<file path="config.mk">
export PLATFORM = sky130hd
export DESIGN_NAME = dt_res_packer
export DESIGN_NICKNAME = d
export VERILOG_FILES = /design/src/rtl/dt_res_packer.sv
export SDC_FILE = /design/constraint.sdc
export NUM_CORES = 1
export LEC_CHECK = 0
export ABC_AREA = 1
export BUFFER_PORTS_ARGS = -buffer_cell sky130_fd_sc_hd__buf_2
export CAP_MARGIN = 20
export CORE_ASPECT_RATIO = 1.75
export CORE_MARGIN = 2
export CORE_UTILIZATION = 35
export CTS_BUF_LIST = sky130_fd_sc_hd__clkbuf_8
export CTS_CLUSTER_DIAMETER = 150
export CTS_CLUSTER_SIZE = 28
export DETAILED_ROUTE_END_ITERATION = 8
export PLACE_DENSITY = 0.57
export SLEW_MARGIN = 20
export SYNTH_ARGS = -nofsm -noshare
export SYNTH_HDL_FRONTEND = slang
export SYNTH_SLANG_ARGS = --single-unit
</file>
<file path="constraint.sdc">
create_clock -name clk -period 3.7 [get_ports clk]
set_clock_uncertainty 0.05 [all_clocks]
set_input_delay 0 -clock clk [delete_from_list [all_inputs] [get_ports clk]]
set_output_delay 0 -clock clk [all_outputs]
set_load 0.02 [all_outputs]
</file>
<file path="src/rtl/dt_res_packer.sv">
// -----------------------------------------------------------------------------
// dt_res_packer
//
// Scans the 128x128 (16384-pixel) distance-transform result memory after the
// engine finishes. Each 8-bit distance is thresholded to one bit, and the bits
// are packed 16 per word (MSB = lowest pixel address) into a 1024 x 16-bit
// packed-image memory. The block also counts the foreground pixels.
//
// Optional feature (macro DT_MAXD_EN): adds max_dist, the largest distance
// seen in the scan. It is cleared at the start edge and valid when done rises.
//
// Parameters:
//   THRESH   pixel bit = 1 when res_di > THRESH
//
// Ports:
//   clk       rising-edge clock
//   reset     asynchronous, active-high reset
//   start     launch pulse, sampled only while busy is low
//   busy      high while a scan is in progress
//   done      high from scan completion until the next accepted start
//   res_rd    result-memory read enable
//   res_addr  result-memory pixel address (14 bits)
//   res_di    result-memory read data for res_addr (combinational read)
//   pk_wr     packed-memory write strobe, one cycle per word
//   pk_addr   packed-memory word address (10 bits)
//   pk_do     packed word, bit 15 = lowest pixel address
//   fg_count  foreground pixel count of the last or current scan (15 bits)
//   max_dist  (DT_MAXD_EN only) largest distance of the scan
// -----------------------------------------------------------------------------
module dt_res_packer #(
  parameter logic [7:0] THRESH = 8'd0
) (
  input  logic        clk,
  input  logic        reset,
  input  logic        start,
  output logic        busy,
  output logic        done,
  output logic        res_rd,
  output logic [13:0] res_addr,
  input  logic [7:0]  res_di,
  output logic        pk_wr,
  output logic [9:0]  pk_addr,
  output logic [15:0] pk_do,
  output logic [14:0] fg_count
`ifdef DT_MAXD_EN
  ,
  output logic [7:0]  max_dist
`endif
);

  typedef enum logic [1:0] {IDLE, SCAN, FIN} state_t;

  state_t      state_q, state_d;
  logic        busy_q, busy_d;
  logic        done_q, done_d;
  logic        res_rd_q, res_rd_d;
  logic [13:0] res_addr_q, res_addr_d;
  logic        pk_wr_q, pk_wr_d;
  logic [9:0]  pk_addr_q, pk_addr_d;
  logic [15:0] pk_do_q, pk_do_d;
  logic [14:0] fg_q, fg_d;
  logic [14:0] sh_q, sh_d;
`ifdef DT_MAXD_EN
  logic [7:0]  max_q, max_d;
`endif

  logic pix_bit;
  logic launch;

  assign pix_bit = (res_di > THRESH);
  // busy is low only in IDLE and in FIN after done has been raised.
  assign launch  = start && !busy_q;

  always_comb begin
    state_d    = state_q;
    busy_d     = busy_q;
    done_d     = done_q;
    res_rd_d   = res_rd_q;
    res_addr_d = res_addr_q;
    pk_wr_d    = 1'b0;
    pk_addr_d  = pk_addr_q;
    pk_do_d    = pk_do_q;
    fg_d       = fg_q;
    sh_d       = sh_q;
`ifdef DT_MAXD_EN
    max_d      = max_q;
`endif

    case (state_q)
      SCAN: begin
        sh_d = {sh_q[13:0], pix_bit};
        fg_d = fg_q + {14'd0, pix_bit};
`ifdef DT_MAXD_EN
        if (res_di > max_q) max_d = res_di;
`endif
        // Sixteenth pixel of a word: the 15 buffered bits plus this one form it.
        if (res_addr_q[3:0] == 4'hF) begin
          pk_do_d   = {sh_q, pix_bit};
          pk_addr_d = res_addr_q[13:4];
          pk_wr_d   = 1'b1;
        end
        if (res_addr_q == 14'h3FFF) begin
          res_rd_d = 1'b0;
          state_d  = FIN;
        end else begin
          res_addr_d = res_addr_q + 14'd1;
        end
      end
      FIN: begin
        // First FIN cycle finishes the scan; afterwards done is simply held.
        if (busy_q) begin
          done_d = 1'b1;
          busy_d = 1'b0;
        end
      end
      default: ;
    endcase

    if (launch) begin
      state_d    = SCAN;
      res_rd_d   = 1'b1;
      res_addr_d = 14'd0;
      fg_d       = 15'd0;
      done_d     = 1'b0;
      busy_d     = 1'b1;
`ifdef DT_MAXD_EN
      max_d      = 8'd0;
`endif
    end
  end

  always_ff @(posedge clk or posedge reset) begin
    if (reset) begin
      state_q    <= IDLE;
      busy_q     <= 1'b0;
      done_q     <= 1'b0;
      res_rd_q   <= 1'b0;
      res_addr_q <= 14'd0;
      pk_wr_q    <= 1'b0;
      pk_addr_q  <= 10'd0;
      pk_do_q    <= 16'd0;
      fg_q       <= 15'd0;
      sh_q       <= 15'd0;
`ifdef DT_MAXD_EN
      max_q      <= 8'd0;
`endif
    end else begin
      state_q    <= state_d;
      busy_q     <= busy_d;
      done_q     <= done_d;
      res_rd_q   <= res_rd_d;
      res_addr_q <= res_addr_d;
      pk_wr_q    <= pk_wr_d;
      pk_addr_q  <= pk_addr_d;
      pk_do_q    <= pk_do_d;
      fg_q       <= fg_d;
      sh_q       <= sh_d;
`ifdef DT_MAXD_EN
      max_q      <= max_d;
`endif
    end
  end

  assign busy     = busy_q;
  assign done     = done_q;
  assign res_rd   = res_rd_q;
  assign res_addr = res_addr_q;
  assign pk_wr    = pk_wr_q;
  assign pk_addr  = pk_addr_q;
  assign pk_do    = pk_do_q;
  assign fg_count = fg_q;
`ifdef DT_MAXD_EN
  assign max_dist = max_q;
`endif

endmodule

</file>
After elaboration in Yosys (flattened, before gate mapping)
Index checks and enable logic that the tools add are counted.
{"block": "classes", "reduce_logical": 10, "mux": 18, "addsub": 2, "order_cmp": 1, "eq_ne": 5}
{"op": "$mux 14", "count": 3}
{"op": "$mux 15", "count": 2}
{"op": "$add 15x1->15", "count": 1}
{"op": "$add 14x1->14 const B", "count": 1}
{"op": "$eq 14x14->1 const B", "count": 1}
{"op": "$mux 1", "count": 10}
{"op": "$gt 8x1->1 const B", "count": 1}
{"op": "$reduce_and 2->1", "count": 4}
{"op": "$reduce_bool 2->1", "count": 4}
{"op": "$mux 2", "count": 3}
{"op": "$eq 4x4->1 const B", "count": 1}
{"op": "$eq 2x1->1 const B", "count": 1}
{"op": "$eq 2x2->1 const B", "count": 1}
{"op": "$ne 2x2->1 const B", "count": 1}
{"op": "$logic_and 1x1->1", "count": 1}
{"op": "$logic_not 1->1", "count": 1}
{"block": "totals", "wordCells": 46, "output_inout_bits": 59, "regBits": 76, "input_bits": 11}

Depth between registers and ports, before layout
Gate-level depths: netlist of run 1.
{"block": "logic_depth", "ltp_word": 4, "ltp_mapped": 12, "mapped_depth_nobuf": 12}

Worst setup path after synthesis of run 1
OpenSTA, ideal clock, no wires.
{"block": "synth_path", "path_type": "reg-to-reg", "startpoint": "reg res_addr_q[1], in the netlist res_addr[1]", "endpoint": "reg res_addr_q[2], in the netlist res_addr[2]", "synth_period_minus_slack_ps": 1622, "arrival_ps": 1506, "slack_ps": 2078, "required_ps": 3585, "setup_time_ps": 65, "stages_incl_launch_ff": 11, "path_buffers": 1, "cell_sequence": "dfrtp_1 > ha_1 > nand2_2 > nor2_4 > nand2_4 > nor2_4 > nand2_2 > nand2_4 > buf_6 > nand2_1 > nand2_1"}
{"block": "synth_between", "elab_chain_cells": 4, "word_cells_on_any_way": 7, "classes_between": "add/sub (1); eq/ne (2); mux (3); reduce/logical (1)"}
{"item": "from (decl)", "line_no": "57", "rtl": "logic [13:0] res_addr_q, res_addr_d;"}
{"item": "from (signal assigned)", "line_no": "152", "rtl": "res_addr_q <= res_addr_d;"}
{"item": "$add 14x1->14", "line_no": "106", "rtl": "res_addr_d = res_addr_q + 14'd1;"}
{"item": "$mux 14", "line_no": "102", "rtl": "if (res_addr_q == 14'h3FFF) begin"}
{"item": "$mux 14", "line_no": "89", "rtl": "case (state_q)"}
{"item": "$mux 14", "line_no": "119", "rtl": "if (launch) begin"}
Several ways; a longest one is shown, not always the timed one. The select of a mux whose other input is x is not followed.
A chain may end at the register's enable or synchronous reset.

Worst setup path after layout of run 1
{"block": "layout_path", "startpoint": "in res_di[7]", "endpoint": "reg fg_q[14], in the netlist fg_count[14]"}
{"block": "layout_between", "elab_chain_cells": 4}
{"item": "from (decl)", "line_no": "40", "rtl": "input logic [7:0] res_di,"}
{"item": "$gt 8x1->1", "line_no": "70", "rtl": "assign pix_bit = (res_di > THRESH);"}
{"item": "via pix_bit", "line_no": "67", "rtl": "logic pix_bit;"}
{"item": "$add 15x1->15", "line_no": "92", "rtl": "fg_d = fg_q + {14'd0, pix_bit};"}
{"item": "$mux 15", "line_no": "89"}
{"item": "$mux 15", "line_no": "119"}
{"item": "to (signal assigned)", "line_no": "156", "rtl": "fg_q <= fg_d;"}
{"item": "to (decl)", "line_no": "61", "rtl": "logic [14:0] fg_q, fg_d;"}
The timed path passes the listed nets, and every way through them passes these cells. The select of a mux whose other input is x is not followed.

==> metrics, run 1 <==
status complete, no violations; cts bufs inserted 9; post-synth cell types 24; WP data required ~3.9 ns; Reg2Reg Setup Slack 1.61 ns; Initial Util 36.0%; crit-path max FO 8; Power Internal 0.00144 W; share of layout cells above drive strength 1 20.8%; maxcap violations 0; Post-layout nets 515; clock transition at the registers of the reported paths about 0.080 ns; PortBufs 69; reg2reg start state_q[1]$_DFFE_PP0P_; net count after synthesis approximately 440; Fin Setup TNS 0 ns; WP data arrival 3.19 ns; Slew Limit Fails 0; Sw Ratio a little over a third; row cnt 47; CP endpoint fg_count[14]$_DFFE_PP0P_; die area 10600 µm²; number of synthesized register bits 75; Detailed Route Iter0 Violations 197; Placer Congestion 0.856; drt wl/cell approximately 13 µm; achievable frequency 0.338 GHz; worst rel slew slack between 50% and 60%; grt ovf 0; Period minus WS final 2.96 ns; final WL around 8000 µm; hold_sp res_di[4]; Peak supply drop ~0.2 mV; Detail Route Antenna Nets 0; first-pass GRT wire length 13200 µm; DRC viols 0; net switching power 0.000821 W; kind of end point of the critical path flop; Global Route Usage Sum 15.9%; critical path launch point res_di[7]; Clock Path Buffers 2; RSZ-0062 raised after global routing false; Avg Inst Size Synth 8.11 µm²; die span in y roughly 130 µm; Root Buffer clkbuf_8; Detail Placement HPWL 5780 µm; clock share of power 25.4%; Post-Syn Instances 423; cell area power density 547 nW/µm²; TritonCTS Sinks 75; largest net degree at the start of global routing 51; type of the tightest min-delay check in2reg; area share of the largest cell type after synthesis 54.7%; vias 2937; Worst Max-Slew Pin Slew ~0.73 ns; Pre-Repair DR Iteration Count 4; Worst R2R End fg_count[11]$_DFFE_PP0P_; leading post-synthesis cells by cell area dfrtp_1 (55%), nand2_1 (16%), inv_1 (5.6%); Tcrit/Tclk final 79.9%; CTS tree built; combinational fraction of design power 26.2%; synthesized area approximately 3400 µm²; clk_lat worst skew 0.35 ns; Ports 70; Antenna Cells 0; Setup CP Type in2reg; Final Hold Fails 0; H-tree depth 3; worst reg-to-reg path cell count 9; final setup fails 0; CP Launch Type input port; Final Instance Area 4140 µm²; initial antenna violation count 0; area grow syn2layout 20.6%; vias in the first global route around 2800; Area after DPL 3890 µm²; register share of total power 48.4%; leading area contributor after synthesis dfrtp_1; vias per inst 4.68; Post-CTS Setup Inserts 0; post-synthesis sequential area ratio a little over half; Core Area 9530 µm²; Power, Total 0.00226 W; Yosys warnings 0; die extent in x between 70 and 80 µm; P_leak 2.19 nW
==> synthesized netlist by cell type <==
cell type	n
a211oi_1	1
a21oi_1	12
buf_1	1
buf_2	6
buf_6	1
clkbuf_1	3
dfrtp_1	75
ha_1	3
inv_1	51
inv_2	2
nand2_1	149
nand2_2	3
nand2_4	2
nand3_1	15
nand4_1	8
nor2_1	31
nor2_2	4
nor2_4	5
nor3_1	1
nor3_2	1
o21ai_0	20
o21ai_1	26
o21bai_1	2
xor2_1	1
==> power by group through the flow <==
stage | Combinational (W) | Clock, W | Sequential (W)
2_1_floorplan | 0.000245 | 0 | 0.00124
3_3_place_gp | 0.000586 | 0 | 0.00111
3_5_place_dp | 0.000594 | 0 | 0.00111
4_1_cts | 0.000601 | 0.000595 | 0.00110
5_1_grt | 0.000657 | 0.000634 | 0.00112
6_report | 0.000591 | 0.000575 | 0.00109
==> stage by stage <==
step	setup slack (ns)	hold slack [ns]	utilization (%)	std cells
global route	0.564	0.0733	43.4	628
CTS	0.764	0.00105	43.4	628
finish	0.742	0.0108	43.4	628
global placement	1.71	0.101	40.8	605
detailed placement	1.62	0.109	40.8	605
floorplan	1.74	0.150	-	423
==> cell type report <==
type / instances / area, µm²
tap: 122 / 153
clock inverter: 5 / 27.5
multi-input combinational: 284 / 1300
fill: 1031 / 5390
timing repair buffer: 78 / 430
clock buffer: 11 / 151
inverter: 53 / 199
sequential: 75 / 1880
==> placed cells by master (no fill, tap or decap), types with 2 or more instances in the layout <==
cell type	instances
ha_1	3
o21ai_1	26
nand2_1	149
nor2_4	5
a21oi_1	12
clkbuf_8	11
nand4_1	8
buf_4	2
dfrtp_1	75
nand2_2	3
dlygate4sd3_1	7
inv_2	3
inv_1	50
buf_2	69
nand3_1	15
o21bai_1	2
nor2_1	31
o21ai_0	20
nand2_4	2
clkinv_2	4
nor2_2	4
==> repair_timing <==
item                                   in CTS  in global routing
resized for setup                           0                  0
hold buffers                                7                  0
endpoints found under the hold margin      35                  0
==> worst min path at each step <==
stage                                    endpoint  slack, ns  cells past startpoint
after floorplan                  busy$_DFFE_PP0P_       0.15                      2
final                         sh_q[0]$_DFFE_PP0P_       0.01                      5
after global routing          sh_q[0]$_DFFE_PP0P_       0.07                      5
after global placement    fg_count[7]$_DFFE_PP0P_       0.10                      2
after CTS                     sh_q[0]$_DFFE_PP0P_      0.001                      5
after detailed placement     pk_do[0]$_DFFE_PP0P_       0.11                      2
==> worst max-delay path, cell delays in order <==
cell and delay, ns:
dlygate4sd3_1 0.52, buf_2 0.09, nor2_1 0.03, dlygate4sd3_1 0.55, nand2_1 0.06, dlygate4sd3_1 0.55
nor2_1 0.07, inv_1 0.06, ha_1 0.16, ha_1 0.18, nand4_1 0.20, nor2_2 0.32
nand3_1 0.16, nand2_1 0.09, nand2_1 0.05, nor2_1 0.10
==> state kept, by name (all words and copies together), names as in the netlist <==
register  flops
pk_addr      10
fg_count     15
state_q       2
sh_q         15
pk_do        16
pk_wr         1
done          1
res_addr     14
busy          1
==> metal layers <==
layer	vias to the layer above	share of wire, %	global-route usage (%)
li1	1485	-	-
met1	1373	42	19.7
met2	65	52	26.3
met3	14	4.0	3.81
met4	0	1.8	6.80
met5	-	0	0
==> cell families after synthesis <==
family	count (synthesis)	share of synthesized area, %
flops	75	54.7
simple gates	219	27.4
xor+xnor	1	0.255
fa+ha+maj	3	1.09
compound gates	61	9.12
buf+inv	64	7.44
No activity file was read; power rests on OpenSTA's default activity.
==> run 2, diff against run 1 <==
--- a/config.mk
+++ b/config.mk
@@ -5,7 +5,7 @@
 export SDC_FILE = /design/constraint.sdc
 export NUM_CORES = 1
 export LEC_CHECK = 0
-export ABC_AREA = 1
+export ABC_AREA = 0
 export BUFFER_PORTS_ARGS = -buffer_cell sky130_fd_sc_hd__buf_2
 export CAP_MARGIN = 20
 export CORE_ASPECT_RATIO = 1.75
@@ -15,7 +15,7 @@
 export CTS_CLUSTER_DIAMETER = 150
 export CTS_CLUSTER_SIZE = 28
 export DETAILED_ROUTE_END_ITERATION = 8
-export PLACE_DENSITY = 0.57
+export PLACE_DENSITY = 0.59
 export SLEW_MARGIN = 20
 export SYNTH_ARGS = -nofsm -noshare
 export SYNTH_HDL_FRONTEND = slang
==> constraint.sdc (replaced) <==
create_clock -name clk -period 2.5 [get_ports clk]
set_clock_uncertainty 0.05 [all_clocks]
set_input_delay 0 -clock clk [delete_from_list [all_inputs] [get_ports clk]]
set_output_delay 0 -clock clk [all_outputs]
set_load 0.02 [all_outputs]
==> run 2 against run 1 <==
  * Flip-flop and latch count stayed put
  * Die area decreased by 2.5%
  * Utilization is 0.27 points higher
  * Highest routed layer unchanged
  * Register-to-register slack worse by 1.1 ns
  * Total power rose by 87%
==> metrics, run 2 <==
hold path depth 7; wire length on met3 311 µm; Worst R2R End pk_do[15]$_DFFE_PP0P_; Synth Flop Type dfrtp_1; Root Buffer clkbuf_8; achievable frequency 0.498 GHz; Post-synth EDFFs 0; Yosys warnings 0; first-pass GRT wire length between 10000 and 15000 µm; Reg2Reg Setup Slack 0.55 ns; clock transition at the registers of the reported paths roughly 0.080 ns; P_leak between 1.5 and 2 nW; number of synthesized register bits 75; drt wl/cell 14.7 µm; vias in the first global route around 2400; die area slightly above 10000 µm²; DRC viols 0; crit-path max FO 6; Avg Inst Size Synth 10.9 µm²; leading post-synthesis cells by cell area dfrtp_1 (56%), mux2_2 (8.4%), nand2_1 (7.0%); kind of end point of the critical path flop; die span in y 133 µm; area of the multi-input gates approximately 1400 µm²; initial antenna violation count 0; Sw Ratio 37.1%; routed wire length on met2 3850 µm; leading area contributor after synthesis dfrtp_1; Worst Max-Slew Pin Slew 0.725 ns; Antenna Cells 0; post-synth cell types 44; vias 2577; most numerous cell in the Yosys netlist dfrtp_1; Setup CP Type in2reg; Global Route Usage Sum 15.5%; cts bufs inserted 9; Final Hold Fails 0; Fin Setup TNS 0 ns; uppermost layer routed met4; final setup fails 0; Clock Path Buffers 2; TritonCTS Sinks 75; clock share of power between 20% and 30%; RSZ-0062 raised after global routing false; Pre-Repair DR Iteration Count 4; Hold Path End fg_count[0]$_DFFE_PP0P_; register share of total power ~43%; Placer Congestion a little under 0.8; synthesized area 3340 µm²; Core Area 9350 µm²; largest net degree at the start of global routing 43; combinational fraction of design power approximately a third; status complete, no violations; Post-layout nets 397; Power Internal between 0.002 and 0.003 W; post-synthesis sequential area ratio 56.2%; post-CTS sizing 0; net switching power 0.00157 W; Register Area 1880 µm²; Period minus WS final 2.01 ns; worst rel slew slack 51.6%; area share of the largest cell type after synthesis 56.2%; CTS tree built; Initial Util 35.7%; WP data arrival ~2.3 ns; Detail Placement HPWL 5190 µm; CTS Hold Bufs 4; reg2reg start res_addr[0]$_DFFE_PP0P_; Post-Syn Instances 307; clk_lat worst skew 0.36 ns; commonest non-fill, non-tap cell in the layout dfrtp_1; CP Launch Type input port; maxcap violations 0; area grow syn2layout 22.2%; worst reg-to-reg path cell count 5; H-tree depth 3; WP data required 2.75 ns; wl on met1 about 3200 µm; PortBufs a little under 70; ys async rst share 100%; final WL 7510 µm; hold_sp res_di[0]; cell area power density ~1000 nW/µm²; Detailed Route Iter0 Violations 122; post-placement cell count 490; Filler Cells Inserted 928; row cnt 47; net count after synthesis about 320; Peak supply drop around 0.47 mV; max reg flops 16; vias per inst 5.05; Finished Layout Cells 510; Tcrit/Tclk final 80.3%; Ports 70; type of the tightest min-delay check in2reg; top post-synthesis cells by count dfrtp_1 (75), nand2_1 (62), mux2_2 (25); grt ovf 0; most frequent cells in the layout dfrtp_1 (75), buf_2 (69), nand2_1 (62); Slew Limit Fails 0; Detail Route Antenna Nets 0; die extent in x 77.9 µm; share of layout cells above drive strength 1 between 30% and 40%; Post-CTS Setup Inserts 0
-- run 2: metal layers --
metal | GRT usage (%) | vias to the layer above
li1 | - | 1236
met1 | 17.8 | 1273
met2 | 26.1 | 57
met3 | 3.32 | 11
met4 | 9.13 | 0
met5 | 0 | -
-- run 2: cell families after synthesis --
kind of cell / count (synthesis) / share of synthesized area [%]
AND/OR/NAND/NOR: 137 / 22.4
adder cells (fa/ha/maj): 3 / 1.12
flip-flops: 75 / 56.2
XOR/XNOR: 8 / 2.10
AO/OA/AOI/OAI: 41 / 6.96
buffers and inverters: 18 / 2.81
multiplexers: 25 / 8.42
-- run 2: worst max-delay path: stages --
cell	delay (ns)
dlygate4sd3_1	0.52
buf_2	0.09
or4_1	0.08
nor2_1	0.05
inv_1	0.08
ha_1	0.16
ha_1	0.24
nand4b_4	0.17
nor4_4	0.34
or3b_1	0.37
a21oi_1	0.14
-- run 2: power groups by stage --
stage	Sequential (W)	Clock [W]	Combinational [W]
after floorplan	0.00218	0	0.000562
after global placement	0.00185	0	0.00133
after detailed placement	0.00186	0	0.00136
after CTS	0.00184	0.00108	0.00137
after global routing	0.00189	0.00114	0.00146
final	0.00183	0.00106	0.00134
-- run 2: layout make-up --
type / instances / area share, %
Clock inverter: 7 / 2.42
Clock buffer: 9 / 3.03
Sequential cell: 75 / 46.0
Timing Repair Buffer: 79 / 10.8
Tap cell: 122 / 3.74
Inverter: 4 / 0.368
Multi-Input combinational cell: 214 / 33.6
-- run 2: how the worst max path moves through the flow --
stage / startpoint / endpoint / slack [ns]
2_1_floorplan: reset / busy$_DFFE_PP0P_ / 0.54
3_3_place_gp: res_di[4] / fg_count[14]$_DFFE_PP0P_ / 0.51
3_5_place_dp: res_di[4] / fg_count[14]$_DFFE_PP0P_ / 0.47
4_1_cts: res_di[3] / fg_count[14]$_DFFE_PP0P_ / 0.48
5_1_grt: res_di[3] / fg_count[14]$_DFFE_PP0P_ / 0.33
6_report: res_di[3] / fg_count[14]$_DFFE_PP0P_ / 0.49
-- run 2: metrics by stage --
stage                     worst slack (ns)  hold slack [ns]  instance area, µm²  total power [W]  utilization (%)
final                                0.492            0.185                4080          0.00423             43.7
after floorplan                      0.540           0.0809                3340          0.00274                -
after global routing                 0.334            0.269                4080          0.00449             43.7
after global placement               0.515            0.113                3820          0.00318             40.9
after detailed placement             0.467            0.120                3820          0.00322             40.9
after CTS                            0.482            0.187                4080          0.00428             43.7
==> run 3, diff against run 2 <==
--- a/config.mk
+++ b/config.mk
@@ -15,7 +15,7 @@
 export CTS_CLUSTER_DIAMETER = 150
 export CTS_CLUSTER_SIZE = 28
 export DETAILED_ROUTE_END_ITERATION = 8
-export PLACE_DENSITY = 0.59
+export PLACE_DENSITY = 0.57
 export SLEW_MARGIN = 20
 export SYNTH_ARGS = -nofsm -noshare
 export SYNTH_HDL_FRONTEND = slang
==> constraint.sdc (replaced) <==
create_clock -name clk -period 1.9 [get_ports clk]
set_clock_uncertainty 0.05 [all_clocks]
set_input_delay 0 -clock clk [delete_from_list [all_inputs] [get_ports clk]]
set_output_delay 0 -clock clk [all_outputs]
set_load 0.02 [all_outputs]
==> run 3 against run 2 <==
  * Hold slack worse by 0.083 ns
  * Utilization grew 0.60 points
  * Register-to-register slack lost 0.44 ns
  * Largest power group unchanged
  * Clock power grew 40%
  * Via count decreased by 0.39%
  * Non-clock buffer count rose by 3
  * Die area unchanged
  * Sequential power up 31%
  * Flip-flop and latch count did not move
  * Clock-buffer cell count up 1
  * Critical path depth decreased by 5
  * Design area is 1.4% higher
==> metrics, run 3 (synthesis gave the netlist of run 2 again) <==
crit path cell chain ha_1 -> and3_1 -> nand2_2 -> buf_4 -> or3_1 -> a21oi_1; commonest non-fill, non-tap cell in the layout dfrtp_1; vias in the first global route 2412; WP data required around 2.1 ns; grt ovf 0; H-tree depth 3; drt wl/cell around 15 µm; WP buf/inv 1; Post-layout nets 400; Tcrit/Tclk final between 90% and 100%; Global Route Usage Sum 15.1%; share of layout cells above drive strength 1 approximately a third; Pre-Repair DR Iteration Count 4; Root Buffer clkbuf_8; Final Instance Area just over 4000 µm²; cell area power density ~1400 nW/µm²; Detailed Route Iter0 Violations 145; most frequent cells in the layout dfrtp_1 (74), buf_2 (69), nand2_1 (62); CP Launch Type flop; area grow syn2layout 23.9%; RSZ-0062 raised after global routing false; crit-path max FO 8; Core Area a little over 9000 µm²; first-pass GRT wire length 12100 µm; Worst Max-Slew Pin Slew 0.550 ns; vias per inst 5.01; maxcap violations 0; Slew Limit Fails 0; Detail Placement HPWL 5070 µm; final WL about 7400 µm; row cnt 47; Ports 70; Initial Util between 30% and 40%; Period minus WS final 1.79 ns; Placer Congestion 0.782; CP top delay family simple AND/OR/NAND/NOR gates; kind of end point of the critical path flop; die extent in x a little under 80 µm; Antenna Cells 0; CTS tree built; Slowest cell on crit path dfrtp_1; Clock Path Buffers 2; Area after DPL a little under 4000 µm²; die area just over 10000 µm²; Final Hold Fails 0; type of the tightest min-delay check in2reg; WP data arrival 2.02 ns; Detail Route Antenna Nets 0; die span in y 133 µm; final setup fails 0; initial antenna violation count 0; Largest stage delay, worst path 0.40 ns; P_leak 1.96 nW; clk_lat worst skew 0.35 ns; Setup CP Type reg2reg; max reg flops 16; clock transition at the registers of the reported paths approximately 0.070 ns; DRC viols 0; PortBufs 69; Finished Layout Cells slightly above 500; post-placement cell count 495; largest net degree at the start of global routing 76; Layout Utilization 44.3%; Post-CTS Setup Inserts 0; Peak supply drop 0.574 mV; vias 2567; achievable frequency 0.560 GHz; cts bufs inserted 9; TritonCTS Sinks 75; worst rel slew slack 63.0%; status complete, no violations
[run 3: what timing repair did]
action / in CTS / in global routing
resized for setup: 1 / 2
hold endpoints to repair: 76 / 0
pin swaps: 1 / 0
setup endpoints to repair: 1 / 2
hold buffers: 2 / 0
[run 3: path summary, 6_finish.rpt]
check | from | endpoint | cells past startpoint | slack [ns]
hold reg to reg | done$_DFFE_PP0P_ | done$_DFFE_PP0P_ | 2 | 0.43
setup reg to reg | res_addr[1]$_DFFE_PP0P_ | res_addr[4]$_DFFE_PP0P_ | 6 | 0.11
max in group asynchronous | reset | fg_count[0]$_DFFE_PP0P_ | 4 | 1.23
hold / removal | res_di[3] | pk_do[0]$_DFFE_PP0P_ | 5 | 0.10
min in group asynchronous | reset | fg_count[5]$_DFFE_PP0P_ | 4 | 0.24
setup / recovery | res_addr[1]$_DFFE_PP0P_ | res_addr[4]$_DFFE_PP0P_ | 6 | 0.11
[run 3: tightest hold or removal path: cells and delay by family]
family	cells	cell delay [ns]
buf+inv	2	0.20
simple gates	2	0.13
compound gates	1	0.12
[run 3: layout make-up]
| type | instances | area (µm²) |
|---|---|---|
| clock inverters | 5 | 103 |
| inverters | 4 | 20.0 |
| well taps | 122 | 153 |
| multi-input cells | 214 | 1380 |
| flip-flops and latches | 75 | 1880 |
| fillers | 896 | 5210 |
| repair buffers | 82 | 473 |
| clock buffers | 10 | 138 |
[run 3: routing by layer]
layer / vias up / GRT usage (%) / wire length [µm] / part of all wire (%)
met5: - / 0 / 0 / 0
met2: 58 / 24.7 / 3810 / 51
met4: 0 / 9.62 / 221 / 3.0
li1: 1242 / - / - / -
met1: 1255 / 17.3 / 3060 / 41
met3: 12 / 4.07 / 329 / 4.4
[run 3: where the power goes]
part / switching (W) / internal, W
Combinational: 0.00109 / 0.000736
Sequential: 0.000336 / 0.00205
Clock: 0.000582 / 0.000899
Total: 0.00200 / 0.00369
[run 3: through the flow]
step | setup TNS (ns) | hold slack (ns) | setup WS [ns] | total power, W
6_report | 0 | 0.103 | 0.114 | 0.00569
5_1_grt | 0 | 0.115 | 0.00531 | 0.00606
4_1_cts | 0 | 0.0834 | 0.105 | 0.00580
3_5_place_dp | -0.166 | 0.0942 | -0.0744 | 0.00427
3_3_place_gp | -0.0449 | 0.0919 | -0.0322 | 0.00422
2_1_floorplan | 0 | 0.0809 | 0.00888 | 0.00361
